===== config.mk =====
export PLATFORM = sky130hd
export DESIGN_NAME = clock_switch_ctrl
export DESIGN_NICKNAME = d
export VERILOG_FILES = /design/src/rtl/clock_switch_pkg.sv /design/src/rtl/clksw_timer.sv /design/src/rtl/clock_switch_ctrl.sv
export SDC_FILE = /design/constraint.sdc
export NUM_CORES = 1
export LEC_CHECK = 0
export CORE_MARGIN = 5
export CORE_UTILIZATION = 28
export DETAILED_ROUTE_END_ITERATION = 7
export GPL_TIMING_DRIVEN = 0
export PLACE_DENSITY = 0.58
export SLEW_MARGIN = 20
export SYNTH_ARGS = -nofsm -noshare
export SYNTH_HDL_FRONTEND = slang
export SYNTH_SLANG_ARGS = --single-unit

===== constraint.sdc =====
create_clock -name in_clk -period 2.26 [get_ports in_clk]
set_input_delay 0.565 -clock in_clk [delete_from_list [all_inputs] [get_ports in_clk]]
set_output_delay 0.565 -clock in_clk [all_outputs]
set_load 0.02 [all_outputs]

===== src/rtl/clock_switch_pkg.sv =====
// Shared types and helpers for the clock ratio switch sequencer.
package clock_switch_pkg;

  typedef enum logic [2:0] {
    StIdle,
    StPreHold,
    StStopGen,
    StRestart,
    StAlign,
    StRelease
  } clksw_state_e;

  // Width of a down-counter that must hold the largest of the phase lengths.
  function automatic int unsigned clksw_timer_width(input int unsigned a, input int unsigned b,
                                                    input int unsigned c, input int unsigned d);
    int unsigned m;
    m = a;
    if (b > m) m = b;
    if (c > m) m = c;
    if (d > m) m = d;
    return $clog2(m + 1);
  endfunction

endpackage


===== src/rtl/clksw_timer.sv =====
// Loadable down-counter with zero flag; saturates at zero.
module clksw_timer #(
  parameter int unsigned Width = 4
) (
  input  logic             in_clk,
  input  logic             load_i,
  input  logic [Width-1:0] value_i,
  output logic             zero_o
);

  logic [Width-1:0] count_q, count_d;

  always_comb begin
    count_d = count_q;
    if (load_i) begin
      count_d = value_i;
    end else if (count_q != '0) begin
      count_d = count_q - Width'(1);
    end
  end

  // No reset of its own: the owner forces a load while its reset is asserted.
  always_ff @(posedge in_clk) begin
    count_q <= count_d;
  end

  assign zero_o = (count_q == '0);

endmodule


===== src/rtl/clock_switch_ctrl.sv =====
// Glitch-free CPU/bus clock ratio sequencer for the 68060 clock generator.
// Optional ALIGN timeout with sticky align_err: define CLKSW_ALIGN_TIMEOUT_EN.
module clock_switch_ctrl
  import clock_switch_pkg::*;
#(
  parameter logic        DEFAULT_SEL   = 1'b0,
  parameter int unsigned PRE_HOLD      = 16,
  parameter int unsigned GEN_STOP      = 8,
  parameter int unsigned SETTLE        = 64,
  parameter int unsigned ALIGN_TIMEOUT = 32
) (
  input  logic in_clk,
  input  logic reset,
  input  logic req_valid,
  input  logic req_sel,
  output logic req_ready,
  output logic done,
  output logic busy,
  output logic clk_select,
  output logic gen_reset_n,
  output logic cpu_reset_n,
  input  logic nclken_reg,
  output logic align_err
);

  localparam int unsigned TW = clksw_timer_width(PRE_HOLD, GEN_STOP, SETTLE, ALIGN_TIMEOUT);

  if (PRE_HOLD == 0 || GEN_STOP == 0 || SETTLE == 0 || ALIGN_TIMEOUT == 0) begin : g_bad_param
    $error("clock_switch_ctrl: timing parameters must be nonzero");
  end

  localparam logic [TW-1:0] PreLd = TW'(PRE_HOLD - 1);
  localparam logic [TW-1:0] GenLd = TW'(GEN_STOP - 1);
  localparam logic [TW-1:0] SetLd = TW'(SETTLE - 1);
  localparam logic [TW-1:0] AlnLd = TW'(ALIGN_TIMEOUT - 1);

  clksw_state_e state_q;
  logic sel_q, clk_select_q, gen_reset_n_q, cpu_reset_n_q, done_q, busy_q, req_ready_q;
  logic nclken_q, nclken_fall, align_timeout;
  logic tmr_load, tmr_zero;
  logic [TW-1:0] tmr_val;

  always_ff @(posedge in_clk) begin
    nclken_q <= nclken_reg;
  end

  assign nclken_fall = nclken_q & ~nclken_reg;

  always_comb begin
    tmr_load = 1'b0;
    tmr_val  = GenLd;
    if (!reset) begin
      tmr_load = 1'b1;
    end else begin
      case (state_q)
        StIdle: begin
          if (req_valid && (req_sel != clk_select_q)) begin
            tmr_load = 1'b1;
            tmr_val  = PreLd;
          end
        end
        StPreHold: begin
          tmr_load = tmr_zero;
          tmr_val  = GenLd;
        end
        StStopGen: begin
          tmr_load = tmr_zero;
          tmr_val  = SetLd;
        end
        StRestart: begin
          tmr_load = tmr_zero;
          tmr_val  = AlnLd;
        end
        default: ;
      endcase
    end
  end

  clksw_timer #(
    .Width(TW)
  ) u_timer (
    .in_clk (in_clk),
    .load_i (tmr_load),
    .value_i(tmr_val),
    .zero_o (tmr_zero)
  );

`ifdef CLKSW_ALIGN_TIMEOUT_EN
  logic align_err_q;

  assign align_timeout = tmr_zero;

  always_ff @(posedge in_clk) begin
    if (!reset) begin
      align_err_q <= 1'b0;
    end else if (state_q == StIdle && req_valid) begin
      align_err_q <= 1'b0;
    end else if (state_q == StAlign && !nclken_fall && tmr_zero) begin
      align_err_q <= 1'b1;
    end
  end

  assign align_err = align_err_q;
`else
  assign align_timeout = 1'b0;
  assign align_err     = 1'b0;
`endif

  always_ff @(posedge in_clk) begin
    if (!reset) begin
      state_q       <= StStopGen;
      sel_q         <= DEFAULT_SEL;
      clk_select_q  <= DEFAULT_SEL;
      gen_reset_n_q <= 1'b0;
      cpu_reset_n_q <= 1'b0;
      done_q        <= 1'b0;
      busy_q        <= 1'b1;
      req_ready_q   <= 1'b0;
    end else begin
      done_q <= 1'b0;
      case (state_q)
        StIdle: begin
          if (req_valid) begin
            if (req_sel != clk_select_q) begin
              sel_q         <= req_sel;
              state_q       <= StPreHold;
              cpu_reset_n_q <= 1'b0;
              busy_q        <= 1'b1;
              req_ready_q   <= 1'b0;
            end else begin
              done_q <= 1'b1;
            end
          end
        end
        StPreHold: begin
          if (tmr_zero) begin
            // Select changes on the same edge the generator is stopped.
            state_q       <= StStopGen;
            gen_reset_n_q <= 1'b0;
            clk_select_q  <= sel_q;
          end
        end
        StStopGen: begin
          if (tmr_zero) begin
            state_q       <= StRestart;
            gen_reset_n_q <= 1'b1;
          end
        end
        StRestart: begin
          if (tmr_zero) state_q <= StAlign;
        end
        StAlign: begin
          if (nclken_fall || align_timeout) begin
            state_q       <= StRelease;
            cpu_reset_n_q <= 1'b1;
            done_q        <= 1'b1;
          end
        end
        StRelease: begin
          state_q     <= StIdle;
          busy_q      <= 1'b0;
          req_ready_q <= 1'b1;
        end
        default: begin
          state_q       <= StStopGen;
          gen_reset_n_q <= 1'b0;
          cpu_reset_n_q <= 1'b0;
          busy_q        <= 1'b1;
          req_ready_q   <= 1'b0;
        end
      endcase
    end
  end

  assign req_ready   = req_ready_q;
  assign done        = done_q;
  assign busy        = busy_q;
  assign clk_select  = clk_select_q;
  assign gen_reset_n = gen_reset_n_q;
  assign cpu_reset_n = cpu_reset_n_q;

endmodule


==> results by stage <==
Run status:
- The run finished with clean final reports.

Power:
- The share of total power dissipated in sequential elements is 59.2%.
- The leakage power figure is 0.4524 nW.
- Across the VDD grid, the largest voltage drop is about 120 uV.
- The combinational cell fraction of total power is 7.4%.
- The total power is 0.0005904 W.
- The switching part of the total power is 21.63%.
- The power density over the cells is 518.6 nW/um^2.
- Internal power comes to ~0.00046 W.
- The clock share of power is about a third.
- The net switching power of the design is about 0.00013 W.

Logic synthesis:
- The area share of the largest cell type after synthesis is 23.37%.
- The leading register cell type out of synthesis is dfxtp_1.
- The largest total area in the synthesized netlist belongs to dfxtp_1.
- Of the total synthesized cell area, the portion taken by AND, OR, NAND and NOR gates is 22.84%.
- The total number of yosys warnings is 0.
- The number of synthesized flops with an enable pin is 7.
- The synthesized netlist net count is 104.
- The largest family of logic cells by synthesized area is simple AND/OR/NAND/NOR gates.
- Sequential cells were found to cover 45.68% of the synthesized design area.
- The synthesized area divided by synthesized cell count is 9.614 sq um.
- Yosys attributes the largest share of cell area to dfxtp_1 (23%), edfxtp_1 (22%), nand2_1 (4.8%).
- After Yosys synthesis, full adders, half adders and majority gates account for 1.328% of the synthesized area.
- The proportion of synthesized flip-flops having asynchronous set or reset is 0%.
- The synthesized netlist devotes around 19% of its cell area to compound gates.
- The portion of synthesized area spent on multiplexers is 1.062%.
- The mapped netlist covers 942.2 sq um.
- The number of distinct library cell variants in the gate-level netlist after synthesis is 38.
- The flop and latch count out of synthesis is 18.
- The number of cells produced by synthesis is 98.
- The synthesized netlist devotes 4.648% of its cell area to XOR and XNOR gates.

Global routing:
- The via count of the first global-routing pass was 729.
- The peak-usage layer in the global routing report is met2.
- For met1 alone, demand over resource in global routing was between 10% and 20%.
- The global-route wire length before repair is 3.243 mm.
- Global routing finished with a remaining overflow of 0.
- For this run, global-route usage on met3 was measured as between 1 and 1.5%.
- Entering global routing, the biggest net connects 11 pins.
- The met2 track demand over resource in global routing is 14.80%.
- The number of antenna violations at the first check in global routing was 0.
- In the global route stage, overall resource usage came out at 9.200%.

Final layout:
- The share of post-route cells with drive strength above 1 is 16.07%.
- The layout filler cell count is ~340.
- The count of antenna diodes in the layout is 0.
- The number of nets at the end of the flow is 119.
- Relative to the synthesized area, the layout overhead comes to 20.85%.
- Leaving out filler cells and counting taps, the final layout contains ~160.
- Leaving out fill and tap cells, the most frequent cells in the layout are nand2_1 (11), dfxtp_1 (11), clkdlybuf4s50_1 (10).

Routing:
- After detailed routing, the number of remaining DRC violations is 0.
- After detailed routing, the average wire length per cell comes to between 10 and 15 microns.
- Detailed routing inserted a total of 748 vias.
- The first detailed-routing pass ran for 4 iterations.
- The violation count after the first detailed-routing iteration is 40.
- The average via count per standard cell is 4.734.
- The wire length after detailed routing is about 1.9 mm.
- In this run the remaining antenna-violating nets after routing total 0.

Placed design:
- In this run, placement finished with an instance count of roughly 150.
- The total half-perimeter wirelength after legalization and detailed placement is roughly 1.4 mm.
- Input and output buffers added on the ports amount to 10.
- The routability congestion estimate is between 0.8 and 0.9.

Timing:
- The total of endpoints with negative setup slack in the final report is 0.
- Static timing analysis puts the maximum clock frequency at approximately 0.48 GHz.
- For the final routed database, the setup TNS stands at 0 ns.
- The clock period could shrink to 2.098 ns.
- The final hold violation count is 0.
- Setup repair after global routing left no endpoint under its margin.
- The number of max-slew violations in the final report is 0.
- Between clock sinks in the finished design, the worst skew comes to 0.0008942 ns.
- The final cycle utilization of the critical path is 92.84%.

Die:
- The core area is 3284 sq um.
- The number of standard-cell rows in the floorplan is 21.
- The die area is 4625 sq um.
- The horizontal die dimension is around 70 microns.
- The total I/O pin count is 12.
- The height of the chip is just under 70 microns.
- Once the floorplan was initialized, standard cells occupied ~29% of the core.

Clock network:
- The buffer levels on the longest clock path is 2.
- In this run the number of H-tree levels came out at 1.
- CTS saw 18 sinks.
- Post-CTS repair changed the size of 0 cells.
- The CTS buffer count is 3.
- The number of hold buffers added after CTS is 0.
- The CTS tree is done.
- The root buffer selected by CTS is clkbuf_4.
- The clock reaches the later pin of the worst-skew pair after between 0.2 and 0.3 ns.
- The setup fix buffers added after clock tree synthesis is 0.
- Clock-pin slew was measured on the worst setup and hold paths at 0.10 ns.

Critical path:
- The worst setup path is launched from a register.
- Data on the critical path is required at its endpoint by between 2 and 2.5 ns.
- At the worst endpoint, the arrival time is 2.10 ns.
- Of all nets on the critical path, the largest fanout is 7.
- The critical path capture point type is a register.
- The setup path with the least slack is of type reg2reg.

Flow run:
- The number of max-cap violations is 0.

Min path:
- The class of the tightest hold or removal check is reg2reg.
-- stage by stage --
| stage | setup WS, ns | area [sq um] | utilization, % | hold WS, ns |
|---|---|---|---|---|
| 4_1_cts | 0.05411 | 1136 | 34.59 | 0.4821 |
| 3_3_place_gp | -0.2358 | 1100 | 33.49 | 0.4416 |
| 2_1_floorplan | 0.2485 | 942.2 | - | 0.4316 |
| 3_5_place_dp | -0.2304 | 1100 | 33.49 | 0.4591 |
| 5_1_grt | 0.08272 | 1139 | 34.67 | 0.5025 |
| 6_report | 0.1617 | 1139 | 34.67 | 0.4707 |
-- power groups by stage --
stage / Sequential [W] / Clock (W) / Combinational, W
finish: 0.000350 / 0.000197 / 0.0000437
global route: 0.000351 / 0.000220 / 0.0000489
CTS: 0.000350 / 0.000204 / 0.0000435
detailed placement: 0.000357 / 0 / 0.0000432
global placement: 0.000357 / 0 / 0.0000425
floorplan: 0.000356 / 0 / 0.0000276
-- kinds of logic (layout without fill, tap and decap cells) --
family                     Yosys count  in the layout
and+or+nand+nor                     39             39
AOI/OAI and AO/OA                   23             23
DFF                                 18             18
buffers and inverters               10             24
xor gates and xnor gates             5              5
adders and majority gates            1              1
other                                1              1
muxes                                1              1
-- state kept, by name, indices dropped and copies added (netlist names) --
register	cells
clk_select	1
gen_reset_n	1
state_q	3
nclken_q	1
cpu_reset_n	1
busy	1
done	1
u_timer.count_q	7
sel_q	1
req_ready	1
-- synth_stat cells (all sizes together), types with 2 or more instances --
| library cell | instances |
|---|---|
| nand2 | 12 |
| dfxtp | 11 |
| nor2 | 10 |
| edfxtp | 7 |
| inv | 6 |
| a21oi | 5 |
| a31oi | 4 |
| buf | 4 |
| nand2b | 3 |
| nor3 | 3 |
| o21ai | 3 |
| xor2 | 3 |
| a211oi | 2 |
| nand3 | 2 |
| nand3b | 2 |
| nor2b | 2 |
| o31ai | 2 |
| xnor2 | 2 |
-- layer usage --
metal	share of wire (%)	up-vias	wire length, microns
met1	49	358	943
met3	2.7	2	52
li1	-	373	-
met4	2.0	0	38
met5	0	-	0
met2	46	15	884
-- area by class of cell --
| type | instances | area (sq um) | area share, % |
|---|---|---|---|
| clock buffer | 4 | 36.28 | 3.187 |
| inverter | 6 | 22.52 | 1.978 |
| timing repair buffer | 10 | 100.1 | 8.791 |
| multi-input combinational | 70 | 469.2 | 41.21 |
| sequential | 18 | 430.4 | 37.80 |
| tap | 46 | 57.56 | 5.055 |
| buffer | 4 | 22.52 | 1.978 |
-- final timing paths --
| check | start | endpoint | slack, ns | cells after the start |
|---|---|---|---|---|
| setup / recovery | u_timer.count_q[0] | u_timer.count_q[3] | 0.16 | 6 |
| setup reg to reg | u_timer.count_q[0] | u_timer.count_q[3] | 0.16 | 6 |
| hold reg to reg | sel_q | clk_select | 0.47 | 2 |
| hold / removal | sel_q | clk_select | 0.47 | 2 |
-- critical path, cell delays in order (launching register included) --
cell	delay [ns]
edfxtp_1	0.43
inv_1	0.08
ha_1	0.17
or3b_4	0.42
nand2b_4	0.18
o311a_4	0.35
nand2_2	0.18
No activity file was read; power rests on OpenSTA's default activity.
